**src/rtl/hazard_scoreboard_unit.sv**
```systemverilog
// Hazard scoreboard beside the ID stage.
// Raises a single stall/bubble request for three cases:
//   - load-use hazards, with a multi-cycle load stall;
//   - RAW/WAW hazards against the one in-flight mul/div result;
//   - structural hazards on the non-pipelined mul/div unit.
module hazard_scoreboard_unit #(
  parameter int REG_ADDR_W        = 5,
  parameter int LOAD_STALL_CYCLES = 1,
  parameter int MD_LATENCY        = 32
) (
  input  logic                  clk,
  input  logic                  reset_n,
  input  logic                  flush,
  input  logic                  idex_mem_read,
  input  logic [REG_ADDR_W-1:0] idex_rd,
  input  logic [REG_ADDR_W-1:0] ifid_rs1,
  input  logic [REG_ADDR_W-1:0] ifid_rs2,
  input  logic                  ifid_rs1_used,
  input  logic                  ifid_rs2_used,
  input  logic [REG_ADDR_W-1:0] ifid_rd,
  input  logic                  ifid_reg_write,
  input  logic                  ifid_is_md,
  input  logic                  md_start,
  input  logic [REG_ADDR_W-1:0] md_rd,
  output logic                  stall_pc,
  output logic                  stall_ifid,
  output logic                  bubble_idex,
  output logic                  md_busy,
  output logic                  md_done,
  output logic [REG_ADDR_W-1:0] md_wb_rd,
  output logic                  load_stall_active
);

  // The detection cycle is one stall cycle, so the counter only covers the rest.
  localparam int LD_CW = (LOAD_STALL_CYCLES > 1) ? $clog2(LOAD_STALL_CYCLES) : 1;
  localparam int MD_CW = $clog2(MD_LATENCY);
  localparam logic [LD_CW-1:0] LD_INIT = LD_CW'(LOAD_STALL_CYCLES - 1);
  localparam logic [MD_CW-1:0] MD_INIT = MD_CW'(MD_LATENCY - 1);

  typedef enum logic {MD_IDLE, MD_BUSY} md_state_e;

  md_state_e             md_state_q, md_state_d;
  logic [MD_CW-1:0]      md_cnt_q, md_cnt_d;
  logic [REG_ADDR_W-1:0] md_wb_rd_q, md_wb_rd_d;
  logic [LD_CW-1:0]      load_cnt_q, load_cnt_d;

  logic load_hazard;
  logic md_hazard;
  logic md_busy_int;
  logic md_last;
  logic stall_req;

  // Hazard detection; the md terms only look at the scoreboard while an op is in flight.
  always_comb begin
    logic wb_nz;
    logic raw;
    logic waw;
    load_hazard = idex_mem_read && (idex_rd != '0) &&
                  ((ifid_rs1_used && (idex_rd == ifid_rs1)) ||
                   (ifid_rs2_used && (idex_rd == ifid_rs2)));
    md_busy_int = (md_state_q == MD_BUSY);
    md_last     = md_busy_int && (md_cnt_q == '0);
    wb_nz       = (md_wb_rd_q != '0);
    raw         = wb_nz && ((ifid_rs1_used && (ifid_rs1 == md_wb_rd_q)) ||
                            (ifid_rs2_used && (ifid_rs2 == md_wb_rd_q)));
    waw         = wb_nz && ifid_reg_write && (ifid_rd == md_wb_rd_q);
    md_hazard   = md_busy_int && (ifid_is_md || raw || waw);
    // Held-reset gating keeps the combinational inputs from leaking through.
    stall_req   = reset_n && (load_hazard || (load_cnt_q != '0) || md_hazard);
  end

  // Next-state for the load stall counter and the mul/div tracker.
  always_comb begin
    load_cnt_d = '0;
    if (flush) begin
      load_cnt_d = '0;
    end else if (load_cnt_q != '0) begin
      load_cnt_d = load_cnt_q - LD_CW'(1);
    end else if (load_hazard) begin
      load_cnt_d = LD_INIT;
    end

    md_state_d = md_state_q;
    md_cnt_d   = md_cnt_q;
    md_wb_rd_d = md_wb_rd_q;
    if (flush) begin
      md_state_d = MD_IDLE;
      md_cnt_d   = '0;
      md_wb_rd_d = '0;
    end else begin
      case (md_state_q)
        MD_IDLE: begin
          if (md_start) begin
            md_state_d = MD_BUSY;
            md_cnt_d   = MD_INIT;
            md_wb_rd_d = md_rd;
          end
        end
        MD_BUSY: begin
          // md_start here is ignored, including in the final (done) cycle.
          if (md_cnt_q == '0) begin
            md_state_d = MD_IDLE;
          end else begin
            md_cnt_d = md_cnt_q - MD_CW'(1);
          end
        end
        default: md_state_d = MD_IDLE;
      endcase
    end
  end

  // State registers, cleared asynchronously.
  always_ff @(posedge clk or negedge reset_n) begin
    if (!reset_n) begin
      md_state_q <= MD_IDLE;
      md_cnt_q   <= '0;
      md_wb_rd_q <= '0;
      load_cnt_q <= '0;
    end else begin
      md_state_q <= md_state_d;
      md_cnt_q   <= md_cnt_d;
      md_wb_rd_q <= md_wb_rd_d;
      load_cnt_q <= load_cnt_d;
    end
  end

  // A flushed op must not write back, so its final cycle shows no done pulse.
  assign md_done           = md_last && !flush;
  assign md_busy           = md_busy_int;
  assign md_wb_rd          = md_wb_rd_q;
  assign load_stall_active = (load_cnt_q != '0);
  assign stall_pc          = stall_req;
  assign stall_ifid        = stall_req;
  assign bubble_idex       = stall_req;

endmodule

```
**config.mk**
```make
export PLATFORM = sky130hd
export DESIGN_NAME = hazard_scoreboard_unit
export DESIGN_NICKNAME = d
export VERILOG_FILES = /design/src/rtl/hazard_scoreboard_unit.sv
export SDC_FILE = /design/constraint.sdc
export NUM_CORES = 1
export LEC_CHECK = 0
export BUFFER_PORTS_ARGS = -buffer_cell sky130_fd_sc_hd__buf_4
export CAP_MARGIN = 20
export CORE_AREA = 3 3 60 62
export DETAILED_ROUTE_END_ITERATION = 7
export DIE_AREA = 0 0 63 65
export GPL_ROUTABILITY_DRIVEN = 0
export SLEW_MARGIN = 40
export SYNTH_ARGS = -nofsm -noshare
export SYNTH_HDL_FRONTEND = slang
export SYNTH_SLANG_ARGS = --single-unit
```
**constraint.sdc**
```tcl
create_clock -name clk -period 2.96 [get_ports clk]
set_input_delay 0.148 -clock clk [delete_from_list [all_inputs] [get_ports clk]]
set_output_delay 0.148 -clock clk [all_outputs]
set_load 0.02 [all_outputs]
```
==> results <==
- The count of antenna diodes in the layout is 0.
- On the final layout, the worst hold slack is about 0.13 ns.
- The post-detailed-route via-to-cell ratio is between 4 and 5.
- The largest single stage delay on the critical path is about 0.48 ns.
- In this run the cell area of the synthesized design comes to about 930 um^2.
- STA puts the critical path data arrival time at 1.98 ns.
- In the global route stage, overall resource usage came out at about an eighth.
- By area the synthesized netlist is led by sky130_fd_sc_hd__dfrtp_1, sky130_fd_sc_hd__xnor2_1, sky130_fd_sc_hd__mux2i_1.
- The final wirelength is 2.58 mm.
- The number of placed instances, taps included, is 182.
- Leaving out fill and tap cells, the most frequent cell in the layout is sky130_fd_sc_hd__buf_4.
- The number of setup buffers added after CTS is 0.
- Global routing finished with a remaining overflow of 0.
- Summing over every cut layer, the via total after detailed routing is ~850.
- The count of input and output buffers is 43.
- Entering global routing, the biggest net connects 14 pins.
- Measured along the x axis, the die boundary spans between 60 and 70 um.
- For this design, the sink count on the clock tree is 11.
- The worst setup skew after layout is around 0.0033 ns.
- The area enclosed by the die boundary is 4100 um^2.
- The number of H-tree levels is 1.
- The total area inside the core boundary comes to around 3100 um^2.
- The via count of the first global-routing pass is 920.
- The layout has 298 filler cells.
- Derived from the worst setup path, the maximum achievable clock frequency is around 470 MHz.
- Synthesis handed over a netlist of 106 instances.
- The count of flip-flops with a built-in enable after synthesis is 0.
- The later pin in the worst-skew pair is clocked with a latency of roughly 0.27 ns.
- The library cells used most frequently in the layout, excluding fill and tap cells, are sky130_fd_sc_hd__buf_4, sky130_fd_sc_hd__xnor2_1, sky130_fd_sc_hd__nor2_1, sky130_fd_sc_hd__dfrtp_1, sky130_fd_sc_hd__nand2_1.
- For this run, design rule violations remaining after detail routing come to 0.
- The total count of max-transition violations in the final report came to 0.
- The maximum count of clock buffers along a single path is 2.
- The register area is around 280 um^2.
- In the synthesized netlist the dominant register cell turns out to be sky130_fd_sc_hd__dfrtp_1.
- For this configuration, the core starts out at a cell density of ~30%.
- After detailed routing, the average wire length per cell comes to between 10 and 15 um.
- The library cell with the largest summed area after synthesis is sky130_fd_sc_hd__dfrtp_1.
- From bottom edge to top edge, the die measures between 60 and 70 um.
- During I/O placement, the number of pins put on the boundary was between 40 and 50.
- The design draws 0.480 mW.
- The actual slew at the worst max-slew pin is 0.795 ns.
- The pre-CTS worst setup slack is ~1.1 ns.
- In this run the worst path has a maximum fanout of 6.
- TritonCTS built the clock tree.
- The net count of the finished layout is between 150 and 200.
- The worst setup path is launched from a register.
- Yosys printed 0 warnings.
- The post-synthesis async set-or-reset flop share is 100%.
- The max capacitance violation total is 0.
- The worst setup slack after layout is between 0.8 and 0.9 ns.
- The relative area change from synthesis to final layout is 38.8%.
- The count of endpoints failing hold in the final timing report is 0.
- The initial antenna violation count was 0.
- The first global-routing pass estimated approximately 4.3 mm of wire.
- The total area of multi-input combinational cells is between 500 and 600 um^2.
- Of the synthesized area, sequential elements account for 29.7%.
- The count of cells resized by post-cts repair is 0.
- The iteration count of the initial detailed-routing pass is 4.
- The run finished with clean final reports.
- The accumulated negative setup slack is 0 ns.
- The distinct cell type count after synthesis is 30.
- In this run, the number of DRC markers left after iteration 0 of detailed routing was 17.
- The number of clock buffers inserted by TritonCTS is 3.
- Clock tree synthesis selected as its root buffer the cell sky130_fd_sc_hd__clkbuf_4.
- The area share of the largest cell type after synthesis is between 20% and 30%.
- The count of state elements after synthesis is 11.
- The relative slew slack is approximately 47%.
- Counting every net in the synthesized netlist gives around 140.
- Setup repair after global routing left no endpoint under its margin.
- The post-DP HPWL is between 2 and 2.5 mm.
- The category of the critical setup timing path is register to output port.
- Among all stages on the critical path, the largest delay is contributed by sky130_fd_sc_hd__dfrtp_1.
- In this run the core area contains 20 standard-cell rows.
- The class of the tightest hold or removal check is input pin to register.
- STA classifies the critical path endpoint as an output port.
- After synthesis, the mean cell area works out to 8.73 um^2.
- The number of antenna-violating nets in the routed design is 0.
- The finished layout holds ~190 standard cells, fillers aside.
- The power density of the placed cells is 373 nW/um^2.
- Summed over all cells, the static leakage comes to about 0.58 nW.
- The ratio of cells with drive above 1 in the final layout is a little over a third.
- The final critical-path share of the clock period is around 72%.
- Setup violations remaining at the end of the flow were counted as 0.
- The routed design could run at a clock period as short as around 2.1 ns.
- After clock tree synthesis, the clock-pin slew on the worst setup and hold paths is approximately 0.070 ns.
- VDD sags by at most ~0.24 mV.
- Traced cell by cell, the critical path runs through xor2_1 > nor4_1 > a41o_1 > a21oi_1 > o21ai_1 > buf_4.
- Data on the critical path is required at its endpoint by 2.81 ns.
## area by class of cell
cell class,count,share of cell area (%)
Tap cell,44,4.28
Multi-Input combinational cell,80,45.2
Timing Repair Buffer,44,25.9
Sequential cell,11,21.4
Inverter,4,1.17
Clock buffer,4,2.04
## through the flow
step / utilization, % / cell area, um^2
after floorplan: - / 926
after global placement: 40.6 / 1250
after detailed placement: 40.6 / 1250
after CTS: 41.7 / 1280
after global routing: 41.7 / 1280
final: 41.7 / 1280
## routing by layer
| layer | track usage [%] | wire (um) |
|---|---|---|
| met1 | 14.3 | 1040 |
| met2 | 24.4 | 1300 |
| met3 | 5.20 | 220 |
| met4 | 3.31 | 15 |
| met5 | 0 | 0 |
## critical path, delay by kind of cell (launching register included)
family	cells	cell delay, ns
flops	1	0.48
compound gates	3	0.45
simple gates	1	0.40
xor+xnor	1	0.20
buf+inv	1	0.18
## path summary, 6_finish.rpt
path,start,slack [ns],depth (start not counted),to
setup reg to reg,md_busy$_DFF_PN0_,1.06,5,md_cnt_q[2]$_DFFE_PN0P_
hold / removal,md_rd[4],0.13,3,md_wb_rd[4]$_DFFE_PN0P_
hold reg to reg,md_cnt_q[2]$_DFFE_PN0P_,0.56,1,md_cnt_q[2]$_DFFE_PN0P_
min in group asynchronous,reset_n,0.25,2,md_wb_rd[0]$_DFFE_PN0P_
max in group asynchronous,reset_n,2.55,2,md_busy$_DFF_PN0_
setup / recovery,md_wb_rd[0]$_DFFE_PN0P_,0.83,6,bubble_idex
## cells in the mapped netlist (2+ instances only)
| library cell | instances |
|---|---|
| sky130_fd_sc_hd__a21oi_1 | 5 |
| sky130_fd_sc_hd__buf_2 | 2 |
| sky130_fd_sc_hd__buf_4 | 3 |
| sky130_fd_sc_hd__clkbuf_1 | 6 |
| sky130_fd_sc_hd__dfrtp_1 | 11 |
| sky130_fd_sc_hd__ha_1 | 2 |
| sky130_fd_sc_hd__inv_1 | 4 |
| sky130_fd_sc_hd__mux2i_1 | 5 |
| sky130_fd_sc_hd__nand2_1 | 7 |
| sky130_fd_sc_hd__nand4_1 | 4 |
| sky130_fd_sc_hd__nor2_1 | 11 |
| sky130_fd_sc_hd__nor3_1 | 2 |
| sky130_fd_sc_hd__o22ai_1 | 2 |
| sky130_fd_sc_hd__or3_2 | 2 |
| sky130_fd_sc_hd__xnor2_1 | 22 |
| sky130_fd_sc_hd__xor2_1 | 4 |
## registers in the layout, indices dropped and copies added (netlist names)
register	count
md_wb_rd	5
md_cnt_q	5
md_busy	1
## timing repair
item,in CTS,in global routing
endpoints found under the hold margin,11,0
endpoints found under the setup margin,0,0
hold buffers,1,0
## cells by family after synthesis
family,Yosys count,synth area share (%)
muxes,5,5.41
AOI/OAI and AO/OA,14,11.6
DFF,11,29.7
buffers and inverters,15,7.57
other,1,0.405
and+or+nand+nor,32,18.0
adders and majority gates,2,2.70
xor gates and xnor gates,26,24.6
## report_power, final
part | leakage (nW) | internal (mW) | switching (mW)
logic | 0.420 | 0.0998 | 0.0878
clock network | 0.0150 | 0.0521 | 0.0505
registers | 0.144 | 0.165 | 0.0241
No activity file was read; power rests on OpenSTA's default activity.
